## src/rtl/key_conditioner.sv

```systemverilog
// Multi-channel key conditioner: synchronizer, counter debouncer and edge pulses
// per channel, with optional auto-repeat of the press pulse while a key is held.

module key_lane #(
    parameter int SYNC_STAGES     = 2,
    parameter int DEBOUNCE_CYCLES = 4,
    parameter int INVERT          = 0,
    parameter int REPEAT_CYCLES   = 0
) (
    input  logic clk,
    input  logic reset,
    input  logic raw,
    output logic level,
    output logic press,
    output logic rel
);
    localparam int            CW   = $clog2(DEBOUNCE_CYCLES + 1);
    localparam logic [CW-1:0] CMAX = CW'(DEBOUNCE_CYCLES - 1);
    localparam logic          INV  = (INVERT != 0);

    logic [SYNC_STAGES-1:0] sync;
    logic [CW-1:0]          cnt;
    logic                   s;
    logic                   accept;
    logic                   rep_hit;

    assign s      = sync[SYNC_STAGES-1];
    assign accept = (s != level) && (cnt == CMAX);

    always_ff @(posedge clk or negedge reset) begin
        if (!reset) begin
            sync  <= '0;
            cnt   <= '0;
            level <= 1'b0;
            press <= 1'b0;
            rel   <= 1'b0;
        end else begin
            sync  <= {sync[SYNC_STAGES-2:0], raw ^ INV};
            press <= (accept & s) | rep_hit;
            rel   <= accept & ~s;
            if (s == level) begin
                cnt <= '0;
            end else if (accept) begin
                level <= s;
                cnt   <= '0;
            end else begin
                cnt <= cnt + 1'b1;
            end
        end
    end

    generate
        if (REPEAT_CYCLES > 0) begin : g_rep
            localparam int            RW   = $clog2(REPEAT_CYCLES);
            localparam logic [RW-1:0] RMAX = RW'(REPEAT_CYCLES - 1);
            logic [RW-1:0] rcnt;

            // A release being accepted this cycle suppresses the repeat pulse.
            assign rep_hit = level && !accept && (rcnt == RMAX);

            always_ff @(posedge clk or negedge reset) begin
                if (!reset)
                    rcnt <= '0;
                else if (accept || !level || rcnt == RMAX)
                    rcnt <= '0;
                else
                    rcnt <= rcnt + 1'b1;
            end
        end else begin : g_norep
            assign rep_hit = 1'b0;
        end
    endgenerate
endmodule

module key_conditioner #(
    parameter int NUM_KEYS        = 4,
    parameter int SYNC_STAGES     = 2,
    parameter int DEBOUNCE_CYCLES = 4,
    parameter int INVERT          = 0,
    parameter int REPEAT_CYCLES   = 0
) (
    input  logic                clk,
    input  logic                reset,
    input  logic [NUM_KEYS-1:0] key_in,
    output logic [NUM_KEYS-1:0] key_level,
    output logic [NUM_KEYS-1:0] key_press,
    output logic [NUM_KEYS-1:0] key_release
);
    generate
        for (genvar i = 0; i < NUM_KEYS; i++) begin : g_lane
            key_lane #(
                .SYNC_STAGES    (SYNC_STAGES),
                .DEBOUNCE_CYCLES(DEBOUNCE_CYCLES),
                .INVERT         (INVERT),
                .REPEAT_CYCLES  (REPEAT_CYCLES)
            ) u_lane (
                .clk  (clk),
                .reset(reset),
                .raw  (key_in[i]),
                .level(key_level[i]),
                .press(key_press[i]),
                .rel  (key_release[i])
            );
        end
    endgenerate
endmodule

```

## config.mk

```make
export PLATFORM = sky130hd
export DESIGN_NAME = key_conditioner
export DESIGN_NICKNAME = d
export VERILOG_FILES = /design/src/rtl/key_conditioner.sv
export SDC_FILE = /design/constraint.sdc
export NUM_CORES = 1
export LEC_CHECK = 0
export BUFFER_PORTS_ARGS = -buffer_cell sky130_fd_sc_hd__buf_2
export CAP_MARGIN = 30
export CORE_MARGIN = 2
export CORE_UTILIZATION = 35
export DETAILED_ROUTE_END_ITERATION = 8
export PLACE_DENSITY = 0.6
export SETUP_SLACK_MARGIN = 0.3
export SLEW_MARGIN = 20
export SYNTH_ARGS = -nofsm -noshare
export SYNTH_HDL_FRONTEND = slang
export SYNTH_HIERARCHICAL = 1
export SYNTH_SLANG_ARGS = --single-unit
```

## constraint.sdc

```tcl
create_clock -name clk -period 2.16 [get_ports clk]
set_input_delay 0.216 -clock clk [delete_from_list [all_inputs] [get_ports clk]]
set_output_delay 0.216 -clock clk [all_outputs]
set_load 0.02 [all_outputs]
```

# After elaboration in Yosys (flattened, before gate mapping)
# Cells that the tools add are included.
# word_totals
reg_bits	32
latch_bits	0
ram_bits	0
romBits	0
in_bits	6
output_inout_bits	12
elab_cells	68
n_memories	0
# classes
addsub	4
mul	0
div	0
magnitude_cmp	0
n_eq_ne	12
shifts	0
muxes	8
bitwise_logic	16
n_reduce_logical	8
# op_table
cell	count
$mux 3	8
$add 3x1->3 const B	4
$eq 3x2->1 const B	4
$and 1x1->1	8
$not 1->1	8
$reduce_and 2->1	4
$eq 1x1->1	4
$logic_and 1x1->1	4
$ne 1x1->1	4

# Depth between registers and ports, before layout
# Gate-level depths: netlist of the first run.
# depth
word_depth	4
ltp_mapped	3
ltp_nobuf	3

# Cells and area by module
# The synthesis of the first run kept the hierarchy.
# modules_own_cells
module	instances	cells_per_inst	area_each_um2	seq_area_each_um2
key_lane (g_lane[1].u_lane ...)	3	17	285.3	200.2
key_lane (g_lane[0].u_lane)	1	18	287.8	200.2

# Least setup slack after synthesis of the first run
# Ideal clock, no wire load.
# synth_timing
kind	register to register
start	reg g_lane[0].u_lane.cnt[0]
end	reg g_lane[0].u_lane.level
setup_ns	0.125
arrival_time_ns	0.992
t_required_ns	2.035
path_slack_ns	1.043
stages_incl_launch_ff	4
n_path_buf	0
synth_period_minus_slack_ns	1.117
cell_sequence	dfrtp_1 ha_1 nand2b_4 mux2_2
# synth_between
elab_chain_cells	3
# synth_rtl
element	line_no	rtl
from (decl)	22	logic [CW-1:0] cnt;
from (signal assigned)	47	cnt <= cnt + 1'b1;
$eq 3x2->1	28	assign accept = (s != level) && (cnt == CMAX);
$logic_and 1x1->1	28	
$reduce_and 2->1 (no source line)	--	
to (signal assigned)	44	level <= s;
to (decl)	13	output logic level,
# No other way between the ends.
# A chain may end at the register's enable or synchronous reset.

# Final worst setup path of the first run
# layout_timing
start	reg g_lane[1].u_lane.cnt[0]
end	reg g_lane[1].u_lane.level
# layout_between
elab_chain_cells	3
# layout_rtl
element	line_no
from (decl)	22
from (signal assigned)	47
$eq 3x2->1	28
$logic_and 1x1->1	28
$reduce_and 2->1 (no source line)	--
to (signal assigned)	44
to (decl)	13
# No other way between the ends.

==> reports/metrics.yaml, run 1 <==
outcome: "complete, no violations"
p_total_mw: 1.54
multiInputGateArea_sq_um: 343
tightest_slew_ps: 678
maxCapViolations: 0
synth_seq_cells: 32
synth_nets: 79
core_sq_um: 3080
cp_slowest_stage_delay_ps: 400
wire_per_inst_um: 10.9
dp.cells: 130
slew_viol_final: 0
hp-class: "reg -> reg"
cts_tree: "done"
period_minus_slack_ps: 1190
critPathTopFamily: "flip-flops"
fin_skew_ps: 8.97
yosys_warnings: 6
hold_buffers: 5
globalRouteOverflowTotal: 0
synthCells: 69
numCtsBuffers: 5
synth-seq-area-share: 0.700
fmax_mhz: 841
power_density_nw_per_um2: 1100
peakVddDrop_v: 0.000481
n_fill_cell: 288
grt_pass1_vias: 639
finalWirelength_um: 1540
worstPathRequired_ps: 2360
power.leakage_nw: 0.668
start_util: 0.372
synth_cell_types: 10
min_period_over_period: 0.550
hold_viol: 0
fp.dieW_um: 61.2
relSlewSlack: 0.548
regArea_sq_um: 801
clock_latency_ps: 330
syn_area_sq_um: 1140
synth_top_area_share: 0.700
ant_nets: 0
grtUsageTotal: 0.102
die_h_um: 61.2
path_clk_slew_ps: 90
crit_fanout: 5
start_kind: "flip-flop"
setup_viol: 0
final_cells: 142
cp.arrival_ps: 1390
h-tree-depth: 2
std_cell_rows: 20
path_class: "reg -> reg"
path_buf_inv: 0
areaGrowthSynthToFinish_pct: 22.3
postSynthAreaPerCell_sq_um: 16.6
port_buffers: 17
path_cells: "ha_1, nand2b_4, mux2_1"
yosysTopAreaCell: "dfrtp_1"
vias: 639
crit_path_end_kind: "flip-flop"
cts-root-buf: "clkbuf_4"
hold_ws_ps: 353
first_iter_violations: 13
grt_start_max_net_pins: 33
via_per_inst: 4.50
drive_gt1_frac: 0.296
antenna_found_initial: 0
die_area_sq_um: 3740
grt_pass1_wl_um: 2580
clockBufferDepth: 2
critPathSlowestCell: "dfrtp_1"
drc: 0
place_hpwl_um: 1090
fin_nets: 108
io_pins: 18
rsz0062_at_grt: "false"
cts_setup_buffers: 0
dr.pass1.iters: 4
n_antenna_cell: 0
clock-sinks: 32
ys_top_cells_by_area: "dfrtp_1 (70%), nor3b_1 (11%), nand2b_4 (4.8%)"
tns_ps: 0
gp_congestion: 0.688
cts_resized: 0
through the flow:
step / setup slack (ps) / utilization / area (sq um)
floorplan: 1040 / - / 1140
global placement: 1020 / 0.417 / 1280
detailed placement: 977 / 0.417 / 1280
CTS: 961 / 0.454 / 1400
global route: 933 / 0.454 / 1400
finish: 971 / 0.454 / 1400
power breakdown:
group,internal [mW],leakage (nW),switching [mW]
Sequential,0.712,0.412,0.0817
Clock,0.184,0.0374,0.183
Combinational,0.185,0.219,0.198
placed cells by master, fill, tap and decap left out:
cell	n
xnor2_1	4
buf_2	17
and3b_1	3
mux2_1	3
clkbuf_8	2
clkbuf_4	5
nor2b_1	1
mux2_2	1
dfrtp_1	32
nor3b_1	16
dlygate4sd3_1	5
ha_1	4
nor3_1	1
nand2b_4	4
worst paths after layout:
path | startpoint | end | slack (ps) | depth (start not counted)
worst max-delay path | g_lane[1].u_lane/cnt[0]$_DFF_PN0_ | g_lane[1].u_lane/level$_DFFE_PN0P_ | 970 | 3
worst min-delay path | g_lane[1].u_lane/sync[0]$_DFF_PN0_ | g_lane[1].u_lane/sync[1]$_DFF_PN0_ | 350 | 0
worst max register to register | g_lane[1].u_lane/cnt[0]$_DFF_PN0_ | g_lane[1].u_lane/level$_DFFE_PN0P_ | 970 | 3
worst min register to register | g_lane[1].u_lane/sync[0]$_DFF_PN0_ | g_lane[1].u_lane/sync[1]$_DFF_PN0_ | 350 | 0
max in group asynchronous | reset | g_lane[1].u_lane/press$_DFF_PN0_ | 1260 | 2
min in group asynchronous | reset | g_lane[0].u_lane/cnt[2]$_DFF_PN0_ | 460 | 2
metal layers:
layer / up-vias / GRT usage / wire (um)
li1: 294 / - / -
met1: 318 / 0.109 / 674
met2: 20 / 0.152 / 734
met3: 7 / 0.0441 / 82
met4: 0 / 0.0932 / 53
met5: - / 0 / 0
registers in the layout, indices dropped and copies added (netlist names):
name                 cells
g_lane.u_lane/rel        4
g_lane.u_lane/press      4
g_lane.u_lane/level      4
g_lane.u_lane/sync       8
g_lane.u_lane/cnt       12
synth_stat cells:
library cell	number
dfrtp_1	32
nor3b_1	16
ha_1	4
nand2b_4	4
xnor2_1	4
and3b_1	3
mux2_1	3
mux2_2	1
nor2b_1	1
nor3_1	1
cells by family (layout without fill, tap and decap cells):
kind of cell               after synthesis  count (layout)  synth area share
xor gates and xnor gates                 4               4            0.0306
adders and majority gates                4               4            0.0438
buffers and inverters                    0              29                 0
DFF                                     32              32             0.700
muxes                                    4               4            0.0394
and+or+nand+nor                         25              25             0.186
layout make-up:
| class | instances | share of cell area |
|---|---|---|
| tap | 44 | 0.0394 |
| sequential | 32 | 0.572 |
| multi-input combinational | 37 | 0.245 |
| clock buffer | 7 | 0.0465 |
| timing repair buffer | 22 | 0.0966 |
worst register-to-register path, cell delays in order (launching register included):
cell      delay (ps)
dfrtp_1          400
ha_1             240
nand2b_4         100
mux2_1           330
No activity file was read; power rests on OpenSTA's default activity.
==> inputs of run 2 (changes only) <==
- clock period: 2.16 -> 1.2 ns (I/O delays scaled with it)
==> run 2 against run 1 <==
Clock power is 46% higher; design area is 33% higher; critical path depth stayed put; maximum frequency is 7.5% higher.
==> reports/metrics.yaml, run 2 (synthesized netlist as in run 1, its figures left out) <==
slew_viol_final: 0  # unchanged
first_iter_violations: 17  # was 13
critPathSlowestCell: "dfrtp_1"  # unchanged
cts-root-buf: "clkbuf_4"  # unchanged
cts_tree: "done"  # unchanged
via_per_inst: 4.36  # was 4.50
cp_slowest_stage_delay_ps: 420  # was 400 ps
port_buffers: 17  # unchanged
fp.dieW_um: 61.2  # unchanged
antenna_found_initial: 0  # unchanged
clockBufferDepth: 2  # unchanged
layout_commonest_cell: "dfrtp_1"  # unchanged
io_pins: 18  # unchanged
start_kind: "flip-flop"  # unchanged
h-tree-depth: 2  # unchanged
tightest_slew_ps: 404  # was 678 ps
rr_worst_depth: 3  # unchanged
grt_start_max_net_pins: 33  # unchanged
dp_slack_ps: 124  # was 977 ps
vias: 706  # was 639
hp-class: "in -> async"  # was reg -> reg
critPathTopFamily: "flip-flops"  # unchanged
grt_pass1_wl_um: 3390  # was 2580 um
place_hpwl_um: 1070  # was 1090 um
peakVddDrop_v: 0.000991  # was 0.000481 V
min_period_over_period: 0.922  # was 0.550
cp.depth: 3  # unchanged
maxCapViolations: 0  # unchanged
tns_ps: 0  # unchanged
period_minus_slack_ps: 1110  # was 1190 ps
setup_ws_ps: 93.9  # was 971 ps
cp.arrival_ps: 1310  # was 1390 ps
start_util: 0.372  # unchanged
fin_nets: 128  # was 108
drive_gt1_frac: 0.644  # was 0.296
areaGrowthSynthToFinish_pct: 63.1  # was 22.3%
r2r-start: "g_lane[2].u_lane/cnt[0]$_DFF_PN0_"  # was g_lane[1].u_lane/cnt[0]$_DFF_PN0_
grtUsageTotal: 0.132  # was 0.102
die_h_um: 61.2  # unchanged
core_sq_um: 3080  # unchanged
fin_skew_ps: 8.93  # was 8.97 ps
path_buf_inv: 0  # unchanged
final_cell_mix: "dfrtp_1 (31), buf_6 (20), nor3b_2 (13)"  # was dfrtp_1 (32), buf_2 (17), nor3b_1 (16)
dr.pass1.iters: 2  # was 4
rsz0062_at_grt: "true"  # was false
crit_fanout: 5  # unchanged
finalWirelength_um: 2010  # was 1540 um
worstPathRequired_ps: 1410  # was 2360 ps
gp_congestion: 0.686  # was 0.688
r2r_slack_ps: 90  # was 970 ps
path_clk_slew_ps: 90  # about the same
dp.cells: 131  # was 130
wire_per_inst_um: 12.4  # was 10.9 um
grt_pass1_vias: 758  # was 639
fmax_mhz: 904  # was 841 MHz
final_cells: 162  # was 142
crit_path_end_kind: "flip-flop"  # unchanged
globalRouteOverflowTotal: 0  # unchanged
clock-sinks: 32  # unchanged
setup_viol: 0  # unchanged
timing.rr.end: "g_lane[2].u_lane/level$_DFFE_PN0P_"  # was g_lane[1].u_lane/level$_DFFE_PN0P_
path_class: "reg -> reg"  # unchanged
power_density_nw_per_um2: 1980  # was 1100 nW/um^2
p_total_mw: 3.69  # was 1.54 mW
clock_latency_ps: 320  # was 330 ps
outcome: "complete, no violations"  # unchanged
drc: 0  # unchanged
numCtsBuffers: 5  # unchanged
largest_reg_flops: 12  # unchanged
ant_nets: 0  # unchanged
largest-register: "g_lane.u_lane/cnt"  # unchanged
die_area_sq_um: 3740  # unchanged
power.leakage_nw: 0.851  # was 0.668 nW
path_cells: "ha_4, nand2b_4, mux2_4"  # was ha_1, nand2b_4, mux2_1
top_regs: "g_lane.u_lane/cnt (12), g_lane.u_lane/sync (8)"  # unchanged
relSlewSlack: 0.731  # was 0.548
hold_viol: 0  # unchanged
hold_ws_ps: 341  # was 353 ps
std_cell_rows: 20  # unchanged
n_antenna_cell: 0  # unchanged
[run 2: worst max-delay path by stage]
stage | start | endpoint
floorplan | g_lane[1].u_lane/cnt[0]$_DFF_PN0_ | g_lane[1].u_lane/level$_DFFE_PN0P_
finish | g_lane[2].u_lane/cnt[0]$_DFF_PN0_ | g_lane[2].u_lane/level$_DFFE_PN0P_
global placement | g_lane[1].u_lane/cnt[0]$_DFF_PN0_ | g_lane[1].u_lane/level$_DFFE_PN0P_
detailed placement | g_lane[1].u_lane/cnt[1]$_DFF_PN0_ | g_lane[1].u_lane/level$_DFFE_PN0P_
global route | g_lane[3].u_lane/cnt[0]$_DFF_PN0_ | g_lane[3].u_lane/level$_DFFE_PN0P_
CTS | g_lane[2].u_lane/cnt[0]$_DFF_PN0_ | g_lane[2].u_lane/level$_DFFE_PN0P_
[run 2: cell type report]
type / instances / area [sq um]
clock buffers: 6 / 41.3
clock inverters: 1 / 5.00
fillers: 233 / 1210
multi-input cells: 37 / 572
flip-flops and latches: 32 / 802
well taps: 44 / 55.1
repair buffers: 42 / 390
[run 2: worst min-delay path, delay by kind of cell]
kind | cells | cell delay, ps
buffers and inverters | 3 | 970
[run 2: power by group]
| part | switching, mW | total, mW | leakage (nW) | internal (mW) |
|---|---|---|---|---|
| Clock | 0.319 | 0.535 | 0.0281 | 0.215 |
| Sequential | 0.195 | 1.48 | 0.411 | 1.29 |
| Combinational | 0.631 | 1.67 | 0.412 | 1.04 |
| Total | 1.15 | 3.69 | 0.851 | 2.54 |
[run 2: what timing repair did]
action                     in CTS  in global routing
setup endpoints to repair      33                 36
hold buffers                    5                  0
resized for setup              40                 14
pin swaps                       6                  9
hold endpoints to repair       36                  0
buffers inserted               12                  7
cloned                          0                  0
[run 2: per-stage QoR]
| step | cell area [sq um] | util |
|---|---|---|
| floorplan | 1220 | - |
| global placement | 1370 | 0.445 |
| detailed placement | 1370 | 0.445 |
| CTS | 1740 | 0.565 |
| global route | 1870 | 0.606 |
| finish | 1870 | 0.606 |
[run 2: metal layers]
| layer | track usage | vias up | wire (um) |
|---|---|---|---|
| met5 | 0 | - | 0 |
| met4 | 0.0932 | 0 | 14 |
| met3 | 0.0483 | 2 | 132 |
| met2 | 0.196 | 19 | 1000 |
| met1 | 0.157 | 352 | 866 |
| li1 | - | 333 | - |
